## src/rtl/mc_control_hs_if.sv

```systemverilog
// Control/status bundle between the multicycle controller and its datapath.
// The controller takes the master modport; the datapath side takes slave.
interface mc_control_hs_if #(
    parameter int unsigned CNT_W = 16
);
    logic             N;
    logic             Z;
    logic [3:0]       instr;
    logic             mem_ready;
    logic             PCwrite;
    logic             MemRead;
    logic             MemWrite;
    logic             IRload;
    logic             R1Sel;
    logic             MDRload;
    logic             R1R2Load;
    logic             ALU1;
    logic             ALUOutWrite;
    logic             RFWrite;
    logic             RegIn;
    logic             FlagWrite;
    logic [2:0]       ALU2;
    logic [2:0]       ALUop;
    logic             halted;
    logic             illegal;
    logic             bus_error;
    logic [CNT_W-1:0] retired;

    modport master (
        input  N, Z, instr, mem_ready,
        output PCwrite, MemRead, MemWrite, IRload, R1Sel, MDRload,
               R1R2Load, ALU1, ALUOutWrite, RFWrite, RegIn, FlagWrite,
               ALU2, ALUop, halted, illegal, bus_error, retired
    );

    modport slave (
        output N, Z, instr, mem_ready,
        input  PCwrite, MemRead, MemWrite, IRload, R1Sel, MDRload,
               R1R2Load, ALU1, ALUOutWrite, RFWrite, RegIn, FlagWrite,
               ALU2, ALUop, halted, illegal, bus_error, retired
    );
endinterface

```

## src/rtl/mc_control_hs.sv

```systemverilog
// Multicycle control unit for the 4-bit-opcode processor with memory-ready
// handshake and timeout, sticky halt reasons and a retired-instruction counter.
module mc_control_hs #(
    parameter int unsigned WAIT_MAX        = 7,
    parameter int unsigned CNT_W           = 16,
    parameter bit          HALT_ON_ILLEGAL = 1'b1
) (
    input  logic              clock,
    input  logic              reset,
    mc_control_hs_if.master   bus
);

    typedef enum logic [3:0] {
        S_RESET, S_FETCH, S_DECODE, S_ASN, S_SHIFT, S_WB, S_ORI_RD,
        S_ORI_EX, S_ORI_WB, S_LD_MEM, S_LD_WB, S_ST_MEM, S_BR, S_HALT
    } state_t;

    typedef enum logic [3:0] {
        OP_ALU, OP_SHIFT, OP_ORI, OP_LOAD, OP_STORE, OP_BR, OP_NOP, OP_STOP, OP_ILL
    } op_class_t;

    localparam logic [7:0] WAIT_LIM = 8'(WAIT_MAX);

    state_t           state_q, state_d;
    logic [7:0]       wait_q, wait_d;
    logic             illegal_q, illegal_d;
    logic             bus_error_q, bus_error_d;
    logic [CNT_W-1:0] retired_q, retired_d;
    logic             retire;
    logic             mem_wait;
    op_class_t        op_class;

    always_ff @(posedge clock or posedge reset) begin
        if (reset) begin
            state_q     <= S_RESET;
            wait_q      <= '0;
            illegal_q   <= 1'b0;
            bus_error_q <= 1'b0;
            retired_q   <= '0;
        end else begin
            state_q     <= state_d;
            wait_q      <= wait_d;
            illegal_q   <= illegal_d;
            bus_error_q <= bus_error_d;
            retired_q   <= retired_d;
        end
    end

    // shift and ori are keyed on the low three bits only, so they claim 3/11 and 7/15
    always_comb begin
        case (bus.instr)
            4'd0:                op_class = OP_LOAD;
            4'd1:                op_class = OP_STOP;
            4'd2:                op_class = OP_STORE;
            4'd4, 4'd6, 4'd8:    op_class = OP_ALU;
            4'd5, 4'd9, 4'd13:   op_class = OP_BR;
            4'd10:               op_class = OP_NOP;
            4'd3, 4'd11:         op_class = OP_SHIFT;
            4'd7, 4'd15:         op_class = OP_ORI;
            default:             op_class = OP_ILL;
        endcase
    end

    assign mem_wait = (state_q == S_FETCH || state_q == S_LD_MEM || state_q == S_ST_MEM)
                      && !bus.mem_ready;

    always_comb begin
        state_d         = state_q;
        wait_d          = '0;
        illegal_d       = illegal_q;
        bus_error_d     = bus_error_q;
        retire          = 1'b0;
        bus.PCwrite     = 1'b0;
        bus.MemRead     = 1'b0;
        bus.MemWrite    = 1'b0;
        bus.IRload      = 1'b0;
        bus.R1Sel       = 1'b0;
        bus.MDRload     = 1'b0;
        bus.R1R2Load    = 1'b0;
        bus.ALU1        = 1'b0;
        bus.ALUOutWrite = 1'b0;
        bus.RFWrite     = 1'b0;
        bus.RegIn       = 1'b0;
        bus.FlagWrite   = 1'b0;
        bus.ALU2        = 3'b000;
        bus.ALUop       = 3'b000;
        bus.halted      = 1'b0;

        case (state_q)
            S_RESET: state_d = S_FETCH;
            S_FETCH: begin
                bus.MemRead = 1'b1;
                bus.ALU2    = 3'b001;
                if (bus.mem_ready) begin
                    bus.PCwrite = 1'b1;
                    bus.IRload  = 1'b1;
                    state_d     = S_DECODE;
                end
            end
            S_DECODE: begin
                bus.R1R2Load = 1'b1;
                case (op_class)
                    OP_ALU:   state_d = S_ASN;
                    OP_SHIFT: state_d = S_SHIFT;
                    OP_ORI:   state_d = S_ORI_RD;
                    OP_LOAD:  state_d = S_LD_MEM;
                    OP_STORE: state_d = S_ST_MEM;
                    OP_BR:    state_d = S_BR;
                    OP_NOP: begin
                        state_d = S_FETCH;
                        retire  = 1'b1;
                    end
                    OP_STOP:  state_d = S_HALT;
                    default: begin
                        if (HALT_ON_ILLEGAL) begin
                            state_d   = S_HALT;
                            illegal_d = 1'b1;
                        end else begin
                            state_d = S_FETCH;
                            retire  = 1'b1;
                        end
                    end
                endcase
            end
            S_ASN: begin
                bus.ALU1        = 1'b1;
                bus.ALUOutWrite = 1'b1;
                bus.FlagWrite   = 1'b1;
                case (bus.instr)
                    4'd6:    bus.ALUop = 3'b001;
                    4'd8:    bus.ALUop = 3'b011;
                    default: bus.ALUop = 3'b000;
                endcase
                state_d = S_WB;
            end
            S_SHIFT: begin
                bus.ALU1        = 1'b1;
                bus.ALU2        = 3'b100;
                bus.ALUop       = 3'b100;
                bus.ALUOutWrite = 1'b1;
                bus.FlagWrite   = 1'b1;
                state_d         = S_WB;
            end
            S_WB: begin
                bus.RFWrite = 1'b1;
                state_d     = S_FETCH;
                retire      = 1'b1;
            end
            S_ORI_RD: begin
                bus.R1Sel    = 1'b1;
                bus.R1R2Load = 1'b1;
                state_d      = S_ORI_EX;
            end
            S_ORI_EX: begin
                bus.ALU1        = 1'b1;
                bus.ALU2        = 3'b011;
                bus.ALUop       = 3'b010;
                bus.ALUOutWrite = 1'b1;
                bus.FlagWrite   = 1'b1;
                state_d         = S_ORI_WB;
            end
            S_ORI_WB: begin
                bus.R1Sel   = 1'b1;
                bus.RFWrite = 1'b1;
                state_d     = S_FETCH;
                retire      = 1'b1;
            end
            S_LD_MEM: begin
                bus.MemRead = 1'b1;
                if (bus.mem_ready) begin
                    bus.MDRload = 1'b1;
                    state_d     = S_LD_WB;
                end
            end
            S_LD_WB: begin
                bus.ALUOutWrite = 1'b1;
                bus.RFWrite     = 1'b1;
                bus.RegIn       = 1'b1;
                state_d         = S_FETCH;
                retire          = 1'b1;
            end
            S_ST_MEM: begin
                bus.MemWrite = 1'b1;
                if (bus.mem_ready) begin
                    state_d = S_FETCH;
                    retire  = 1'b1;
                end
            end
            S_BR: begin
                bus.ALU2 = 3'b010;
                case (bus.instr)
                    4'd5:    bus.PCwrite = bus.Z;
                    4'd9:    bus.PCwrite = ~bus.Z;
                    4'd13:   bus.PCwrite = ~bus.N;
                    default: bus.PCwrite = 1'b0;
                endcase
                state_d = S_FETCH;
                retire  = 1'b1;
            end
            S_HALT:  bus.halted = 1'b1;
            default: state_d = S_RESET;
        endcase

        // Counter only survives while a memory state keeps waiting; any exit clears it.
        if (mem_wait) begin
            if (wait_q == WAIT_LIM) begin
                state_d     = S_HALT;
                bus_error_d = 1'b1;
            end else begin
                wait_d = wait_q + 8'd1;
            end
        end
    end

    assign retired_d     = retired_q + CNT_W'(retire);
    assign bus.illegal   = illegal_q;
    assign bus.bus_error = bus_error_q;
    assign bus.retired   = retired_q;

endmodule

```

## src/flat_wrapper.sv

```systemverilog
// flat-port wrapper written by rule: the top's interface ports become plain ports
module mc_control_hs_flat 
#(
    parameter int unsigned WAIT_MAX        = 7,
    parameter int unsigned CNT_W           = 16,
    parameter bit          HALT_ON_ILLEGAL = 1'b1
)
  (clock, reset, bus_N, bus_Z, bus_instr, bus_mem_ready, bus_PCwrite, bus_MemRead, bus_MemWrite, bus_IRload, bus_R1Sel, bus_MDRload, bus_R1R2Load, bus_ALU1, bus_ALUOutWrite, bus_RFWrite, bus_RegIn, bus_FlagWrite, bus_ALU2, bus_ALUop, bus_halted, bus_illegal, bus_bus_error, bus_retired);
  mc_control_hs_if #(.CNT_W(CNT_W)) bus_i ();
  input  logic clock;
  input  logic reset;
  input wire logic [$bits(bus_i.N)-1:0] bus_N;
  input wire logic [$bits(bus_i.Z)-1:0] bus_Z;
  input wire logic [$bits(bus_i.instr)-1:0] bus_instr;
  input wire logic [$bits(bus_i.mem_ready)-1:0] bus_mem_ready;
  output wire logic [$bits(bus_i.PCwrite)-1:0] bus_PCwrite;
  output wire logic [$bits(bus_i.MemRead)-1:0] bus_MemRead;
  output wire logic [$bits(bus_i.MemWrite)-1:0] bus_MemWrite;
  output wire logic [$bits(bus_i.IRload)-1:0] bus_IRload;
  output wire logic [$bits(bus_i.R1Sel)-1:0] bus_R1Sel;
  output wire logic [$bits(bus_i.MDRload)-1:0] bus_MDRload;
  output wire logic [$bits(bus_i.R1R2Load)-1:0] bus_R1R2Load;
  output wire logic [$bits(bus_i.ALU1)-1:0] bus_ALU1;
  output wire logic [$bits(bus_i.ALUOutWrite)-1:0] bus_ALUOutWrite;
  output wire logic [$bits(bus_i.RFWrite)-1:0] bus_RFWrite;
  output wire logic [$bits(bus_i.RegIn)-1:0] bus_RegIn;
  output wire logic [$bits(bus_i.FlagWrite)-1:0] bus_FlagWrite;
  output wire logic [$bits(bus_i.ALU2)-1:0] bus_ALU2;
  output wire logic [$bits(bus_i.ALUop)-1:0] bus_ALUop;
  output wire logic [$bits(bus_i.halted)-1:0] bus_halted;
  output wire logic [$bits(bus_i.illegal)-1:0] bus_illegal;
  output wire logic [$bits(bus_i.bus_error)-1:0] bus_bus_error;
  output wire logic [$bits(bus_i.retired)-1:0] bus_retired;
  assign bus_i.N = bus_N;
  assign bus_i.Z = bus_Z;
  assign bus_i.instr = bus_instr;
  assign bus_i.mem_ready = bus_mem_ready;
  assign bus_PCwrite = bus_i.PCwrite;
  assign bus_MemRead = bus_i.MemRead;
  assign bus_MemWrite = bus_i.MemWrite;
  assign bus_IRload = bus_i.IRload;
  assign bus_R1Sel = bus_i.R1Sel;
  assign bus_MDRload = bus_i.MDRload;
  assign bus_R1R2Load = bus_i.R1R2Load;
  assign bus_ALU1 = bus_i.ALU1;
  assign bus_ALUOutWrite = bus_i.ALUOutWrite;
  assign bus_RFWrite = bus_i.RFWrite;
  assign bus_RegIn = bus_i.RegIn;
  assign bus_FlagWrite = bus_i.FlagWrite;
  assign bus_ALU2 = bus_i.ALU2;
  assign bus_ALUop = bus_i.ALUop;
  assign bus_halted = bus_i.halted;
  assign bus_illegal = bus_i.illegal;
  assign bus_bus_error = bus_i.bus_error;
  assign bus_retired = bus_i.retired;
  mc_control_hs #(.WAIT_MAX(WAIT_MAX), .CNT_W(CNT_W), .HALT_ON_ILLEGAL(HALT_ON_ILLEGAL)) u_core (.clock(clock), .reset(reset), .bus(bus_i));
endmodule
```

## config.mk

```make
export PLATFORM = sky130hd
export DESIGN_NAME = mc_control_hs_flat
export DESIGN_NICKNAME = d
export VERILOG_FILES = /design/src/rtl/mc_control_hs_if.sv /design/src/rtl/mc_control_hs.sv /design/src/flat_wrapper.sv
export SDC_FILE = /design/constraint.sdc
export NUM_CORES = 1
export LEC_CHECK = 0
export ABC_AREA = 1
export CAP_MARGIN = 10
export CORE_AREA = 2 2 65 67
export CTS_CLUSTER_SIZE = 16
export DETAILED_ROUTE_END_ITERATION = 8
export DIE_AREA = 0 0 67 69
export GPL_TIMING_DRIVEN = 0
export PLACE_DENSITY = 0.82
export SYNTH_ARGS = -nofsm -noshare
export SYNTH_HDL_FRONTEND = slang
export SYNTH_SLANG_ARGS = --single-unit
```

## constraint.sdc

```tcl
create_clock -name clock -period 3.3 [get_ports clock]
set_input_delay 0.66 -clock clock [delete_from_list [all_inputs] [get_ports clock]]
set_output_delay 0.66 -clock clock [all_outputs]
set_load 0.1 [all_outputs]
```

==> flow_summary.yaml, run 1 <==
global_routing:
  grt_max_degree: 31
  grt_pass1_wl_um: 7130
  antenna_found_initial: 0
  grt_pass1_vias: 1613
  grt_overflow_total: 0
  grtUsageTotal: 0.198
detailed_routing:
  drtIter0Drc: 68
  drt-total-wl_um: 4520
  wl_per_cell_um: 13.0
  via_count: 1736
  postRouteAntennaNets: 0
  dr.pass1.iters: 4
  avgViaCountPerCell: 4.99
  drc_errors: 0
critical_path:
  critPathCapture: "bus_PCwrite"
  cp_max_fo: 4
  r2r-end: "u_core.bus.retired[14]$_DFF_PP0_"
  worst_setup_path_start_kind: "flop"
  crit_arrival_ps: 2430
  crit_chain: "nor2_1, nand3_1, a211oi_1, a31o_2, dlygate4sd2_1"
  timing.rr.start: "u_core.state_q[3]$_DFF_PP0_"
  critPathBufInv: 1
  cp-startpoint: "u_core.state_q[0]$_DFF_PP0_"
  reg2reg_slack_ps: 460
  end_kind: "output port"
  required_ps: 2640
  crit_family: "buffers and inverters"
  cp.depth: 5
  r2r_cells: 15
  slowest_stage: "dlygate4sd2_1"
  slowest_delay_ps: 840
  worst-setup-path-type: "flop to output port"
floorplan:
  core_mm2: 0.00391
  rows: 23
  ioPinCount: 46
  initial_core_util: 0.477
  die_h_um: 69
  die-area_mm2: 0.00462
  die_w_um: 67
pwr:
  internal_power_w: 0.00100
  p_sw_frac: 0.589
  power.total_w: 0.00244
  ir_drop_uv: 645
  powerDensity_mw_per_mm2: 927
  p_seq_frac: 0.214
  p_leak_nw: 1.46
  p_switching_w: 0.00144
  p_comb_frac: 0.647
  p_clk_frac: 0.140
yosys:
  syn-num-nets: 254
  netlist_instances: 238
  synth_top_area_cell: "dfrtp_1"
  ys.flop_type: "dfrtp_1"
  netlist_top_cells_count: "nand2_1, inv_1, nor2_1, dfrtp_1, nand3_1"
  yosys-top-cells-area: "dfrtp_1, nand2_1, inv_1"
  syn_area_mm2: 0.00187
  synth_cell_types: 34
  ys_seq_elements: 30
  synth_warnings: 0
  syn_area_per_cell_um2: 7.84
  ys_seq_area_frac: 0.402
  yosysMostFrequentCell: "nand2_1"
  synth-edff-count: 0
  synthArstFlopShare: 1.00
  synth.top_cell.area_share: 0.402
clock_tree:
  htreeDepth: 2
  cts_tree: "built"
  clock_latency_ps: 280
  clk_pin_slew_ps: 60
  cts.sinks: 30
  postCtsHoldBufs: 0
  cts_root_buffer: "clkbuf_8"
  clock_path_buffers: 2
  numCtsBuffers: 5
layout:
  multi_input_area_mm2: 0.00102
  drive_gt1_frac: 0.185
  final_cell_area_mm2: 0.00263
  seqCellArea_um2: 751
  fillers: 328
  antenna_cells: 0
  nets: 313
  areaGrowthSynthToFinish_pct: 41.1
  final-instance-count-excl-fill: 348
timing:
  layout_setup_ws_ps: 209
  slew_headroom: 0.340
  skew_ps: 6.67
  setup_viol: 0
  worstMarginPinSlew_ps: 987
  slew_viol_final: 0
  tns_ps: 0
  rsz0062_at_grt: "no"
  min_period_over_period: 0.937
  fin_crit_ps: 3090
  hold_viol_final: 0
  timing.fmax_mhz: 324
placement:
  portBuffers: 44
  place_congestion: 0.872
  dp_slack_ps: -795
  dpl-instance-area_mm2: 0.00238
  hpwl_um: 3090
  numPlacedInstances: 332
outcome:
  status: "finished, final reports clean"
hold_path:
  hp-class: "flop to flop"
  min_from: "u_core.bus.bus_error$_DFFE_PP0P_"
flow_run:
  cap_violations: 0
-- area by class of cell --
cell class              count  area share
plain buffers               2     0.00570
repair buffers             52       0.198
flip-flops and latches     30       0.285
inverters                  41      0.0584
clock buffers               8      0.0418
well taps                  50      0.0238
multi-input cells         165       0.387
-- layout by cell type (no fill, tap or decap), drive strengths merged, types with 6 or more instances in the layout --
cell | netlist | routed
nand3 | 15 | 15
ha | 7 | 7
nor3 | 8 | 8
nor2 | 41 | 41
clkbuf | 0 | 10
nand2 | 49 | 49
dfrtp | 30 | 30
dlymetal6s2s | 0 | 7
clkdlybuf4s50 | 0 | 30
inv | 41 | 41
xor2 | 9 | 9
xnor2 | 6 | 6
buf | 2 | 10
-- power by group through the flow --
| stage | clock (W) | combinational, W | sequential (W) |
|---|---|---|---|
| 2_1_floorplan | 0 | 0.000929 | 0.000815 |
| 5_1_grt | 0.000369 | 0.00165 | 0.000531 |
| 3_5_place_dp | 0 | 0.00155 | 0.000526 |
| 4_1_cts | 0.000352 | 0.00158 | 0.000521 |
| 3_3_place_gp | 0 | 0.00154 | 0.000520 |
| 6_report | 0.000341 | 0.00158 | 0.000522 |
-- registers in the layout, indices dropped and copies added, names as in the netlist --
register	count
u_core.bus.bus_error	1
u_core.bus.retired	16
u_core.bus.illegal	1
u_core.wait_q	8
u_core.state_q	4
-- timing repair --
| action | CTS | global route |
|---|---|---|
| pin swaps | 5 | 5 |
| endpoints found under the hold margin | 0 | 0 |
| setup buffers | 4 | 3 |
| setup endpoints to repair | 14 | 11 |
| gates resized for setup | 17 | 13 |
-- how the worst min path moves through the flow --
| stage | end | depth (start not counted) | slack (ps) |
|---|---|---|---|
| 4_1_cts | u_core.bus.bus_error$_DFFE_PP0P_ | 1 | 470 |
| 2_1_floorplan | u_core.wait_q[0]$_DFF_PP0_ | 1 | 430 |
| 5_1_grt | u_core.bus.bus_error$_DFFE_PP0P_ | 1 | 490 |
| 3_3_place_gp | u_core.wait_q[0]$_DFF_PP0_ | 1 | 450 |
| 6_report | u_core.bus.bus_error$_DFFE_PP0P_ | 1 | 460 |
| 3_5_place_dp | u_core.bus.bus_error$_DFFE_PP0P_ | 1 | 450 |
-- cells by family after synthesis --
family                     count (synthesis)  share of synthesized area
buffers and inverters                     43                     0.0905
adders and majority gates                  7                     0.0469
xor gates and xnor gates                  15                     0.0704
and+or+nand+nor                          125                      0.326
AOI/OAI and AO/OA                         18                     0.0643
DFF                                       30                      0.402
-- layer usage --
layer  GRT usage  wire (um)  up-vias
li1            -          -      869
met1       0.244       1890      818
met2       0.326       2420       42
met3      0.0522        157        7
met4      0.0726         53        0
met5           0          0        -
-- per-stage QoR --
step                      hold slack, ps   util
after floorplan                      431      -
after global placement               445  0.609
after CTS                            468  0.653
after global routing                 489  0.673
final                                462  0.673
after detailed placement             451  0.609
No activity file was read; power rests on OpenSTA's default activity.
==> run 2: changes to the inputs <==
Settings changed: ABC_CLOCK_PERIOD_IN_PS set to 3300.
==> results of run 2 <==
Same layout as run 1: the final DEF is identical, and so are final timing and power.
